--- src/rtl/gray_bcd_conv_seq_if.sv ---
// Valid/ready request and response channels of the BCD <-> Gray converter.
// The producer/consumer side uses master; the converter uses slave.
interface gray_bcd_conv_seq_if #(
  parameter int unsigned DW = 8
);
  logic          in_valid;
  logic          in_ready;
  logic          in_mode;
  logic [DW-1:0] in_data;
  logic          out_valid;
  logic          out_ready;
  logic [DW-1:0] out_data;
  logic          out_err;

  modport master (
    output in_valid, in_mode, in_data, out_ready,
    input  in_ready, out_valid, out_data, out_err
  );

  modport slave (
    input  in_valid, in_mode, in_data, out_ready,
    output in_ready, out_valid, out_data, out_err
  );
endinterface

--- src/rtl/gray_bcd_conv_seq.sv ---
// Iterative packed-BCD <-> Gray converter sharing one shift/add-3 datapath:
// double-dabble for Gray->BCD, reverse double-dabble for BCD->Gray.
module gray_bcd_conv_seq #(
  parameter int unsigned DIGITS = 2,
  parameter int unsigned BIN_W  = 7
) (
  input  logic                 clk,
  input  logic                 rst,
  gray_bcd_conv_seq_if.slave   bus
);

  localparam int unsigned DW  = 4 * DIGITS;
  localparam int unsigned SRW = DW + BIN_W;
  localparam int unsigned CW  = $clog2(BIN_W + 1);

  function automatic longint unsigned pow10(input int unsigned n);
    longint unsigned r;
    r = 1;
    for (int unsigned i = 0; i < n; i++) r = r * 10;
    return r;
  endfunction

  localparam longint unsigned MAX_VAL = pow10(DIGITS) - 1;

  generate
    if ((BIN_W > DW) || (BIN_W >= 64) || ((64'd1 << BIN_W) <= MAX_VAL)) begin : g_bad_params
      $error("gray_bcd_conv_seq: illegal DIGITS/BIN_W combination");
    end
  endgenerate

  typedef enum logic [1:0] {
    S_IDLE,
    S_CONV,
    S_DONE
  } state_t;

  state_t          state_q;
  logic [CW-1:0]   cnt_q;
  logic            mode_q;
  logic            err_q;
  logic [SRW-1:0]  sr_q;
  logic            in_ready_q;
  logic            out_valid_q;
  logic [DW-1:0]   out_data_q;
  logic            out_err_q;

  logic [BIN_W-1:0] load_bin;
  logic             load_err;
  logic [SRW-1:0]   sr_d;
  logic [BIN_W-1:0] step_bin;
  logic [DW-1:0]    out_data_d;

  // Gray -> binary by prefix XOR from the MSB, plus accept-time range checks.
  always_comb begin
    logic acc;
    acc      = 1'b0;
    load_bin = '0;
    for (int unsigned j = 0; j < BIN_W; j++) begin
      acc                  = acc ^ bus.in_data[BIN_W-1-j];
      load_bin[BIN_W-1-j]  = acc;
    end
    load_err = 1'b0;
    if (bus.in_mode) begin
      if ((bus.in_data >> BIN_W) != '0) load_err = 1'b1;
      if (64'(load_bin) > MAX_VAL)      load_err = 1'b1;
    end else begin
      for (int unsigned i = 0; i < DIGITS; i++) begin
        if (bus.in_data[4*i +: 4] > 4'd9) load_err = 1'b1;
      end
    end
  end

  // One iteration; {bcd, bin} live in a single shift register with bin in the LSBs.
  always_comb begin
    logic [SRW-1:0] v;
    v = sr_q;
    if (mode_q) begin
      for (int unsigned i = 0; i < DIGITS; i++) begin
        if (v[BIN_W+4*i +: 4] >= 4'd5) v[BIN_W+4*i +: 4] = v[BIN_W+4*i +: 4] + 4'd3;
      end
      v = v << 1;
    end else begin
      v = v >> 1;
      for (int unsigned i = 0; i < DIGITS; i++) begin
        if (v[BIN_W+4*i +: 4] >= 4'd8) v[BIN_W+4*i +: 4] = v[BIN_W+4*i +: 4] - 4'd3;
      end
    end
    sr_d = v;
  end

  always_comb begin
    step_bin = sr_d[BIN_W-1:0];
    if (mode_q) out_data_d = err_q ? {DIGITS{4'h9}} : sr_d[SRW-1:BIN_W];
    else        out_data_d = err_q ? '0 : DW'(step_bin ^ (step_bin >> 1));
  end

  always_ff @(posedge clk) begin
    if (rst) begin
      state_q     <= S_IDLE;
      cnt_q       <= '0;
      mode_q      <= 1'b0;
      err_q       <= 1'b0;
      sr_q        <= '0;
      in_ready_q  <= 1'b1;
      out_valid_q <= 1'b0;
      out_data_q  <= '0;
      out_err_q   <= 1'b0;
    end else begin
      case (state_q)
        S_IDLE: begin
          if (bus.in_valid && in_ready_q) begin
            state_q    <= S_CONV;
            in_ready_q <= 1'b0;
            mode_q     <= bus.in_mode;
            err_q      <= load_err;
            cnt_q      <= '0;
            sr_q       <= bus.in_mode ? {{DW{1'b0}}, load_bin}
                                      : {bus.in_data, {BIN_W{1'b0}}};
          end
        end
        S_CONV: begin
          sr_q  <= sr_d;
          cnt_q <= cnt_q + 1'b1;
          if (cnt_q == CW'(BIN_W - 1)) begin
            state_q     <= S_DONE;
            out_valid_q <= 1'b1;
            out_data_q  <= out_data_d;
            out_err_q   <= err_q;
          end
        end
        S_DONE: begin
          if (bus.out_ready) begin
            state_q     <= S_IDLE;
            out_valid_q <= 1'b0;
            in_ready_q  <= 1'b1;
          end
        end
        default: state_q <= S_IDLE;
      endcase
    end
  end

  assign bus.in_ready  = in_ready_q;
  assign bus.out_valid = out_valid_q;
  assign bus.out_data  = out_data_q;
  assign bus.out_err   = out_err_q;

endmodule

--- src/flat_wrapper.sv ---
// flat-port wrapper written by rule: the top's interface ports become plain ports
module gray_bcd_conv_seq_flat 
#(
  parameter int unsigned DIGITS = 2,
  parameter int unsigned BIN_W  = 7
)
  (clk, rst, bus_in_valid, bus_in_mode, bus_in_data, bus_out_ready, bus_in_ready, bus_out_valid, bus_out_data, bus_out_err);
  gray_bcd_conv_seq_if #(.DW(8)) bus_i ();
  input  logic clk;
  input  logic rst;
  input wire logic [$bits(bus_i.in_valid)-1:0] bus_in_valid;
  input wire logic [$bits(bus_i.in_mode)-1:0] bus_in_mode;
  input wire logic [$bits(bus_i.in_data)-1:0] bus_in_data;
  input wire logic [$bits(bus_i.out_ready)-1:0] bus_out_ready;
  output wire logic [$bits(bus_i.in_ready)-1:0] bus_in_ready;
  output wire logic [$bits(bus_i.out_valid)-1:0] bus_out_valid;
  output wire logic [$bits(bus_i.out_data)-1:0] bus_out_data;
  output wire logic [$bits(bus_i.out_err)-1:0] bus_out_err;
  assign bus_i.in_valid = bus_in_valid;
  assign bus_i.in_mode = bus_in_mode;
  assign bus_i.in_data = bus_in_data;
  assign bus_i.out_ready = bus_out_ready;
  assign bus_in_ready = bus_i.in_ready;
  assign bus_out_valid = bus_i.out_valid;
  assign bus_out_data = bus_i.out_data;
  assign bus_out_err = bus_i.out_err;
  gray_bcd_conv_seq #(.DIGITS(DIGITS), .BIN_W(BIN_W)) u_core (.clk(clk), .rst(rst), .bus(bus_i));
endmodule
--- config.mk ---
export PLATFORM = sky130hd
export DESIGN_NAME = gray_bcd_conv_seq_flat
export DESIGN_NICKNAME = d
export VERILOG_FILES = /design/src/rtl/gray_bcd_conv_seq_if.sv /design/src/rtl/gray_bcd_conv_seq.sv /design/src/flat_wrapper.sv
export SDC_FILE = /design/constraint.sdc
export NUM_CORES = 1
export LEC_CHECK = 0
export BUFFER_PORTS_ARGS = -buffer_cell sky130_fd_sc_hd__buf_2
export CORE_MARGIN = 3
export CORE_UTILIZATION = 58
export CTS_BUF_LIST = sky130_fd_sc_hd__clkbuf_16
export DETAILED_ROUTE_END_ITERATION = 12
export PLACE_DENSITY_LB_ADDON = 0.25
export SETUP_SLACK_MARGIN = 0.02
export SLEW_MARGIN = 25
export SYNTH_ARGS = -nofsm -noshare
export SYNTH_HDL_FRONTEND = slang
export SYNTH_SLANG_ARGS = --single-unit
--- constraint.sdc ---
create_clock -name clk -period 3.4 [get_ports clk]
set_input_delay 0.51 -clock clk [delete_from_list [all_inputs] [get_ports clk]]
set_output_delay 0.51 -clock clk [all_outputs]
set_load 0.01 [all_outputs]
==> flow_summary.json, run 1 <==
{
  "setup_viol": 0,
  "synthCells": 268,
  "nNetsFinal": 312,
  "worst_pin_slew_ps": 703.9,
  "synthArstFlopShare": 0,
  "synth_xor_area_frac": 0.03207,
  "crit_top_cell": "ha_1",
  "cts_resized": 0,
  "via_per_inst": 6.033,
  "worstHoldStart": "u_core.bus.out_err$_SDFFE_PP0P_",
  "synth_adder_area_share": 0.09164,
  "synthDistinctLibCells": 51,
  "synth_edf_count": 0,
  "r2r-end": "u_core.sr_q[13]$_SDFFE_PP0P_",
  "die_h_um": 67.37,
  "synth_ff_type": "dfxtp_1",
  "via_count": 1991,
  "antenna_found_initial": 0,
  "grt_pass1_vias": 1884,
  "fmax_ghz": 0.3323,
  "p_per_area_nw_per_um2": 443.3,
  "ctsRootBufferMaster": "clkbuf_16",
  "crit_path_top_delay_cell": "ha_1",
  "peakVddDrop_mv": 0.4270,
  "track_usage": 0.2689,
  "htree_levels": 2,
  "synth_seq_area_share": 0.3024,
  "muxShareOfSynthArea": 0.04353,
  "postRouteAntennaNets": 0,
  "portBuffers": 23,
  "post-route-util": 0.6995,
  "gp_congestion": 0.8628,
  "drive_above_1_share": 0.1444,
  "antenna_cells": 0,
  "cts-hold-fix-buffers": 0,
  "start_util": 0.6299,
  "clockBufferDepth": 2,
  "syn2layout_area_growth_pct": 11.05,
  "cts.clk_slew.worst_paths_ps": 50,
  "synth_top_family_by_area": "compound AO/OA/AOI/OAI gates",
  "avgSynthCellArea_um2": 8.151,
  "maxSlewHeadroom": 0.5307,
  "rsz0062_at_grt": "no",
  "synth_compound_area_frac": 0.2257,
  "cts_setup_buffers": 0,
  "wl_met2_um": 2525,
  "drv_cap": 0,
  "cp.required_ps": 3580,
  "maxSlewViolCount": 0,
  "syn_area_um2": 2185,
  "rows": 21,
  "dr.pass1.iters": 6,
  "grt_max_degree": 40,
  "post-place-ws_ps": 109.7,
  "r2r_slack_ps": 1220,
  "cp.arrival_ps": 3190,
  "synthesis.nets": 297,
  "end_kind": "register",
  "synth-seq-cells": 33,
  "r2r-start": "u_core.sr_q[11]$_SDFFE_PP0P_",
  "met1_length_um": 2498,
  "drt_wl_total_um": 5426,
  "top_layer_used": "met4",
  "cp_cell_sequence": "buf_2 -> ha_1 -> inv_1 -> ha_1 -> inv_1 -> ha_1 -> inv_1 -> ha_1 -> inv_1 -> ha_1 -> inv_1 -> ha_1 -> o211ai_1 -> a311oi_1 -> o41ai_1",
  "hold_violations": 0,
  "reg2reg_depth": 6,
  "nFillCells": 300,
  "start_kind": "input pin",
  "cts_sinks": 33,
  "worst-setup-path-type": "in2reg",
  "clock_skew_ps": 1.569,
  "drc": 0,
  "setup_tns_ps": 0,
  "fp.coreArea_um2": 3468,
  "dp_hpwl_um": 3790,
  "grt_overflow": 0,
  "path_max_fanout": 5,
  "hold_depth": 2,
  "wl_per_cell_um": 16.44,
  "p_leak_nw": 1.003,
  "fin_crit_ps": 3010,
  "dieWidth_um": 67.37,
  "setup_slack_ps": 390.3,
  "top_level_ports": 24,
  "cts_inserted_buffers": 5,
  "dieArea_um2": 4539,
  "post-route-period-util": 0.8852,
  "hold_path_class": "reg2reg",
  "route.met3.wl_um": 286,
  "cts_tree": "done",
  "grt_pass1_wl_um": 9073,
  "hold_end": "u_core.bus.out_err$_SDFFE_PP0P_",
  "worstSkewPairLatency_ps": 280,
  "slowest_delay_ps": 300,
  "synth_warnings": 0,
  "drt_iter0_drc": 193,
  "outcome": "complete, no violations",
  "yosys.area_share.simple": 0.2257
}
cells in the mapped netlist, types with 5 or more instances:
cell type  number  share of area
mux2i_1         5          0.023
nand2b_1        5          0.014
ha_1           16          0.092
nand2_1        26          0.045
clkbuf_1        6          0.010
a211oi_1        7          0.024
inv_1          21          0.036
a21oi_1        22          0.050
a311oi_1        6          0.024
nor2_1         23          0.040
dfxtp_1        33           0.30
nor3_1          5          0.011
o21ai_0         6          0.014
buf_2           9          0.021
nand3b_1        6          0.021
where the power goes:
group          internal, mW  total [mW]  switching [mW]
combinational        0.0847       0.203           0.118
sequential            0.407       0.444          0.0372
clock                 0.265       0.429           0.163
total                 0.757        1.08           0.319
cell families after synthesis:
kind of cell,count (synthesis)
multiplexers,9
buffers and inverters,39
adder cells (fa/ha/maj),16
flip-flops,33
AND/OR/NAND/NOR,93
AO/OA/AOI/OAI,70
XOR/XNOR,8
per-layer routing:
metal | global-route usage | up-vias
met3 | 0.05824 | 11
met4 | 0.1013 | 0
met1 | 0.3627 | 942
met2 | 0.4196 | 46
met5 | 0 | -
li1 | - | 992
placed cells by master (no fill, tap or decap), drive strengths merged, types with 2 or more instances in the layout:
cell type and count:
dfxtp 33, nand2 26, buf 26, nor2 24
inv 22, a21oi 22, ha 16, a211oi 7
a311oi 6, nand3b 6, o21ai 6, nand2b 5
mux2i 5, nor3 5, clkbuf 5, mux2 4
nor2b 4, nand3 4, a31oi 4, o41ai 4
xor2 4, xnor2 4, o311a 3, nor3b 3
or3 3, a222oi 3, nor4bb 2, and2 2
nor4b 2, o21bai 2, and3 2, a22oi 2
clkinv 2
worst max-delay path by stage:
stage / depth (start not counted) / slack [ps] / end / start
finish: 15 / 390 / u_core.err_q$_SDFFE_PP0P_ / bus_in_data[6]
global placement: 16 / 190 / u_core.err_q$_SDFFE_PP0P_ / bus_in_data[5]
global route: 16 / 220 / u_core.err_q$_SDFFE_PP0P_ / bus_in_data[5]
CTS: 16 / 400 / u_core.err_q$_SDFFE_PP0P_ / bus_in_data[5]
detailed placement: 16 / 110 / u_core.err_q$_SDFFE_PP0P_ / bus_in_data[5]
floorplan: 15 / 400 / u_core.err_q$_SDFFE_PP0P_ / bus_in_data[5]
area by class of cell:
cell class	count	area, µm²	share of cell area
multi-input combinational	196	1351	0.5570
sequential	33	661.9	0.2728
inverter	21	78.83	0.03249
clock buffer	5	125.1	0.05157
clock inverter	3	13.76	0.005673
timing repair buffer	26	137.6	0.05673
tap	46	57.56	0.02372
state kept, by name, indices dropped and copies added (netlist names):
| name | count |
|---|---|
| u_core.cnt_q | 3 |
| u_core.bus.out_err | 1 |
| u_core.bus.out_data | 8 |
| u_core.err_q | 1 |
| u_core.bus.out_valid | 1 |
| u_core.state_q | 2 |
| u_core.mode_q | 1 |
| u_core.bus.in_ready | 1 |
| u_core.sr_q | 15 |
metrics by stage:
| stage | hold WS, ps | instance area (µm²) | total power [mW] | cells |
|---|---|---|---|---|
| after CTS | 458.6 | 2425 | 1.076 | 330 |
| after global routing | 472.6 | 2426 | 1.128 | 330 |
| after floorplan | 461.9 | 2185 | 0.5975 | 268 |
| final | 459.1 | 2426 | 1.076 | 330 |
| after global placement | 439.0 | 2286 | 0.6447 | 322 |
| after detailed placement | 450.8 | 2286 | 0.6507 | 322 |
critical path, delay by kind of cell:
kind	cells	cell delay (ps)
buffers and inverters	6	400
AO/OA/AOI/OAI	3	590
adder cells (fa/ha/maj)	6	1690
No activity file was read; power rests on OpenSTA's default activity.
==> run 2, diff against run 1 <==
--- a/config.mk
+++ b/config.mk
@@ -6,8 +6,10 @@
 export NUM_CORES = 1
 export LEC_CHECK = 0
 export BUFFER_PORTS_ARGS = -buffer_cell sky130_fd_sc_hd__buf_2
+export CELL_PAD_IN_SITES_DETAIL_PLACEMENT = 0
+export CELL_PAD_IN_SITES_GLOBAL_PLACEMENT = 1
 export CORE_MARGIN = 3
-export CORE_UTILIZATION = 58
+export CORE_UTILIZATION = 44
 export CTS_BUF_LIST = sky130_fd_sc_hd__clkbuf_16
 export DETAILED_ROUTE_END_ITERATION = 12
 export PLACE_DENSITY_LB_ADDON = 0.25
==> constraint.sdc (replaced) <==
create_clock -name clk -period 2.8 [get_ports clk]
set_input_delay 0.42 -clock clk [delete_from_list [all_inputs] [get_ports clk]]
set_output_delay 0.42 -clock clk [all_outputs]
set_load 0.01 [all_outputs]
==> flow_summary.json, run 2 (synthesized netlist as in run 1, its figures left out) <==
{
  "postRouteAntennaNets": 0,
  "fin_crit_ps": 2608,
  "drt_wl_total_um": 5655,
  "drive_above_1_share": 0.2109,
  "fp.coreArea_um2": 4755,
  "crit_path_top_delay_cell": "o41ai_1",
  "antenna_found_initial": 0,
  "start_util": 0.4595,
  "nNetsFinal": 322,
  "outcome": "complete, no violations",
  "layout_commonest_cell": "dfxtp_1",
  "use_met1": 0.2721,
  "syn2layout_area_growth_pct": 20.56,
  "grt_max_degree": 40,
  "post-route-period-util": 0.9313,
  "p_per_area_nw_per_um2": 523.8,
  "grt_use_met2": 0.3181,
  "dieArea_um2": 5846,
  "largest_register": "u_core.sr_q",
  "cp.arrival_ps": 2780,
  "cts_inserted_buffers": 5,
  "nFillCells": 481,
  "antenna_cells": 0,
  "layout_common_cells": "33 x dfxtp_1, 26 x nand2_1, 23 x nor2_1",
  "post-route-util": 0.5539,
  "peakVddDrop_mv": 0.3680,
  "use_met3": 0.04610,
  "hold_path_class": "in2reg",
  "critPathBufInv": 6,
  "portBuffers": 23,
  "grt_overflow": 0,
  "rows": 25,
  "path_max_fanout": 2,
  "top_level_ports": 24,
  "grt_pass1_vias": 1902,
  "maxSlewViolCount": 0,
  "maxSlewHeadroom": 0.5142,
  "drc": 0,
  "cp.required_ps": 2970,
  "whs_ps": 409.0,
  "drv_cap": 0,
  "ctsRootBufferMaster": "clkbuf_16",
  "worst_pin_slew_ps": 728.6,
  "start_kind": "input pin",
  "htree_levels": 2,
  "cts.clk_slew.worst_paths_ps": 50,
  "rsz0062_at_grt": "yes",
  "p_leak_nw": 1.051,
  "die_h_um": 76.46,
  "grt_pass1_wl_um": 9542,
  "busiest_layer": "met2",
  "gp_congestion": 0.8496,
  "cts_tree": "done",
  "fmax_ghz": 0.3835,
  "worstSkewPairLatency_ps": 280,
  "via_count": 1978,
  "cts-hold-fix-buffers": 0,
  "cts_sinks": 33,
  "clockBufferDepth": 2,
  "via_per_inst": 5.479,
  "hold_violations": 0,
  "track_usage": 0.2039,
  "wl_per_cell_um": 15.66,
  "largest_register_ff_count": 15,
  "dp_hpwl_um": 3952,
  "end_kind": "register",
  "clock_skew_ps": 3.409,
  "dr.pass1.iters": 4,
  "slowest_delay_ps": 300,
  "crit_top_cell": "ha_4",
  "dieWidth_um": 76.46,
  "critPathTopFamily": "adder cells",
  "setup_viol": 0,
  "cp_cell_sequence": "buf_8 -> ha_4 -> inv_4 -> ha_4 -> inv_4 -> ha_4 -> inv_2 -> ha_4 -> inv_4 -> ha_4 -> inv_4 -> ha_4 -> o211ai_1 -> a311oi_1 -> o41ai_1",
  "worst-setup-path-type": "in2reg",
  "drt_iter0_drc": 125
}
run 2: changes by cell type in the layout (fill, tap and decap cells not counted), sizes merged:
cell and delta:
buf +10
run 2: final timing paths:
| kind | from | cells after the start | slack (ps) | to |
|---|---|---|---|---|
| hold / removal | bus_in_data[0] | 3 | 410 | u_core.sr_q[7]$_SDFFE_PP0P_ |
| setup / recovery | bus_in_data[6] | 15 | 190 | u_core.err_q$_SDFFE_PP0P_ |
| setup reg to reg | u_core.sr_q[11]$_SDFFE_PP0P_ | 6 | 690 | u_core.sr_q[13]$_SDFFE_PP0P_ |
| hold reg to reg | u_core.bus.out_data[7]$_SDFFE_PP0P_ | 2 | 450 | u_core.bus.out_data[7]$_SDFFE_PP0P_ |
run 2: power breakdown:
| group | switching [mW] | internal, mW |
|---|---|---|
| clock | 0.197 | 0.322 |
| sequential | 0.0377 | 0.494 |
| combinational | 0.174 | 0.154 |
run 2: cell type report:
type / instances / area (µm²) / area share
Inverter: 21 / 91.34 / 0.03468
Sequential cell: 33 / 660.6 / 0.2508
Timing Repair Buffer: 36 / 232.7 / 0.08836
Clock inverter: 3 / 13.76 / 0.005226
Multi-Input combinational cell: 196 / 1426 / 0.5416
Tap cell: 67 / 83.83 / 0.03183
Clock buffer: 5 / 125.1 / 0.04751
run 2: worst min-delay path, stage by stage:
cell	delay, ps
buf_2	120
nand2_1	50
a21oi_1	50
run 2: metrics by stage:
stage                     instance area, µm²  total power, mW  cells  setup slack, ps  setup TNS [ps]
after floorplan                         2222           0.7360    268            25.78               0
after global placement                  2417           0.8296    352           -150.1          -264.3
after detailed placement                2417           0.8317    352           -234.9          -403.1
after CTS                               2556            1.359    360            54.46               0
after global routing                    2634            1.453    361            64.81               0
final                                   2634            1.380    361            192.4               0
run 2: repair_timing:
| action | CTS | global route |
|---|---|---|
| resized for setup | 0 | 15 |
| setup endpoints to repair | 0 | 2 |
| setup buffers | 0 | 1 |
run 2: routing by layer:
metal	wire length, µm	up-vias
li1	-	1015
met1	2797	916
met2	2523	41
met3	230	6
met4	104	0
met5	0	-
==> run 3, diff against run 2 <==
--- a/config.mk
+++ b/config.mk
@@ -6,13 +6,12 @@
 export NUM_CORES = 1
 export LEC_CHECK = 0
 export BUFFER_PORTS_ARGS = -buffer_cell sky130_fd_sc_hd__buf_2
-export CELL_PAD_IN_SITES_DETAIL_PLACEMENT = 0
-export CELL_PAD_IN_SITES_GLOBAL_PLACEMENT = 1
 export CORE_MARGIN = 3
-export CORE_UTILIZATION = 44
+export CORE_UTILIZATION = 58
 export CTS_BUF_LIST = sky130_fd_sc_hd__clkbuf_16
 export DETAILED_ROUTE_END_ITERATION = 12
 export PLACE_DENSITY_LB_ADDON = 0.25
+export RECOVER_POWER = 50
 export SETUP_SLACK_MARGIN = 0.02
 export SLEW_MARGIN = 25
 export SYNTH_ARGS = -nofsm -noshare
==> flow_summary.json, run 3 (synthesized netlist as in run 1, its figures left out) <==
{
  "post-route-period-util": 0.9403,
  "hold_depth": 3,
  "portBuffers": 23,
  "antenna_found_initial": 0,
  "hold_violations": 0,
  "cp.required_ps": 2970,
  "drt_wl_total_um": 5681,
  "wl_per_cell_um": 16.76,
  "via_per_inst": 6.032,
  "grt_pass1_wl_um": 9011,
  "via_count": 2045,
  "reg2reg_depth": 4,
  "drc": 0,
  "outcome": "complete, no violations",
  "p_leak_nw": 0.9675,
  "r2r_slack_ps": 560,
  "cts_sinks": 33,
  "crit_top_cell": "ha_4",
  "top_level_ports": 24,
  "worst-setup-path-type": "in2reg",
  "htree_levels": 2,
  "placed_cells": 331,
  "die_h_um": 67.37,
  "clockBufferDepth": 2,
  "layout_commonest_cell": "dfxtp_1",
  "cts_tree": "done",
  "drv_cap": 0,
  "rows": 21,
  "end_kind": "register",
  "fmax_ghz": 0.3798,
  "drt_iter0_drc": 258,
  "slowest_delay_ps": 310,
  "grt_max_degree": 40,
  "largest_register_ff_count": 15,
  "track_usage": 0.2670,
  "dp_hpwl_um": 3875,
  "gp_congestion": 0.8594,
  "start_kind": "input pin",
  "cts_inserted_buffers": 5,
  "setup_viol": 0,
  "hold_end": "u_core.sr_q[7]$_SDFFE_PP0P_",
  "cp.arrival_ps": 2800,
  "nNetsFinal": 322,
  "maxSlewHeadroom": 0.5195,
  "maxSlewViolCount": 0,
  "post-route-util": 0.7367,
  "cp_cell_sequence": "buf_6 -> inv_2 -> ha_4 -> inv_4 -> ha_4 -> inv_4 -> ha_4 -> inv_2 -> ha_4 -> inv_2 -> ha_4 -> inv_4 -> ha_4 -> o211ai_1 -> a311oi_1 -> o41ai_1",
  "start_util": 0.6299,
  "crit_path_top_delay_cell": "o41ai_1",
  "dieWidth_um": 67.37,
  "syn2layout_area_growth_pct": 16.95,
  "p_per_area_nw_per_um2": 531.0,
  "fp.coreArea_um2": 3468,
  "worstSkewPairLatency_ps": 270,
  "worstHoldStart": "bus_in_data[0]",
  "peakVddDrop_mv": 0.4646,
  "grt_pass1_vias": 1870,
  "r2r-end": "u_core.bus.out_data[2]$_SDFFE_PP0P_",
  "fin_crit_ps": 2633,
  "finalNonFillerCells": 339,
  "cts-hold-fix-buffers": 0,
  "ctsRootBufferMaster": "clkbuf_16",
  "dr.pass1.iters": 4,
  "grt_overflow": 0,
  "postRouteAntennaNets": 0,
  "drive_above_1_share": 0.1604,
  "clock_skew_ps": 1.451,
  "antenna_cells": 0,
  "cts.clk_slew.worst_paths_ps": 50,
  "worst_pin_slew_ps": 720.7,
  "whs_ps": 423.1,
  "r2r-start": "u_core.state_q[1]$_SDFFE_PP0P_",
  "rsz0062_at_grt": "no",
  "dieArea_um2": 4539,
  "layout_common_cells": "33 x dfxtp_1, 26 x nand2_1, 24 x nor2_1",
  "path_max_fanout": 2,
  "largest_register": "u_core.sr_q",
  "hold_path_class": "in2reg"
}
==> run 3: where the power goes <==
group	total, mW	internal (mW)	switching [mW]
clock network	0.501	0.317	0.184
logic	0.322	0.149	0.174
registers	0.533	0.494	0.0388
==> run 3: worst max-delay path by stage <==
| stage | startpoint | end | slack [ps] | cells after the start |
|---|---|---|---|---|
| detailed placement | bus_in_data[5] | u_core.err_q$_SDFFE_PP0P_ | -240 | 16 |
| CTS | bus_in_data[5] | u_core.err_q$_SDFFE_PP0P_ | 30 | 16 |
| global placement | bus_in_data[5] | u_core.err_q$_SDFFE_PP0P_ | -150 | 16 |
| global route | bus_in_data[5] | u_core.err_q$_SDFFE_PP0P_ | 20 | 16 |
| finish | bus_in_data[5] | u_core.err_q$_SDFFE_PP0P_ | 170 | 16 |
| floorplan | bus_in_data[5] | u_core.err_q$_SDFFE_PP0P_ | 30 | 15 |
==> run 3: per-layer routing <==
| layer | vias up | wire length [µm] | track usage |
|---|---|---|---|
| met3 | 14 | 305 | 0.06323 |
| met5 | - | 0 | 0 |
| met1 | 953 | 2525 | 0.3615 |
| met4 | 0 | 165 | 0.1013 |
| li1 | 1010 | - | - |
| met2 | 68 | 2684 | 0.4098 |
==> run 3: final cells by class <==
cell class              instances  area, µm²
well taps                      46      57.56
inverters                      21      86.33
repair buffers                 36      207.7
clock buffers                   5      125.1
clock inverters                 2      7.507
flip-flops and latches         33      660.6
multi-input cells             196       1410
fillers                       277      913.4
==> run 3: through the flow <==
stage | total power [mW] | TNS (ps) | cell area (µm²) | setup WS (ps)
3_5_place_dp | 0.8284 | -413.8 | 2391 | -239.4
3_3_place_gp | 0.8195 | -261.4 | 2391 | -147.7
2_1_floorplan | 0.7360 | 0 | 2222 | 25.78
6_report | 1.357 | 0 | 2555 | 167.2
4_1_cts | 1.331 | 0 | 2524 | 34.25
5_1_grt | 1.424 | 0 | 2555 | 23.10
==> run 3: worst max-delay path: cells and delay by family <==
family	cells	cell delay, ps
buffers and inverters	7	310
AO/OA/AOI/OAI	3	580
adder cells (fa/ha/maj)	6	1510
==> run 3: timing repair <==
action,in CTS,in global routing
endpoints found under the setup margin,0,2
buffers inserted,0,1
gates resized for setup,0,11
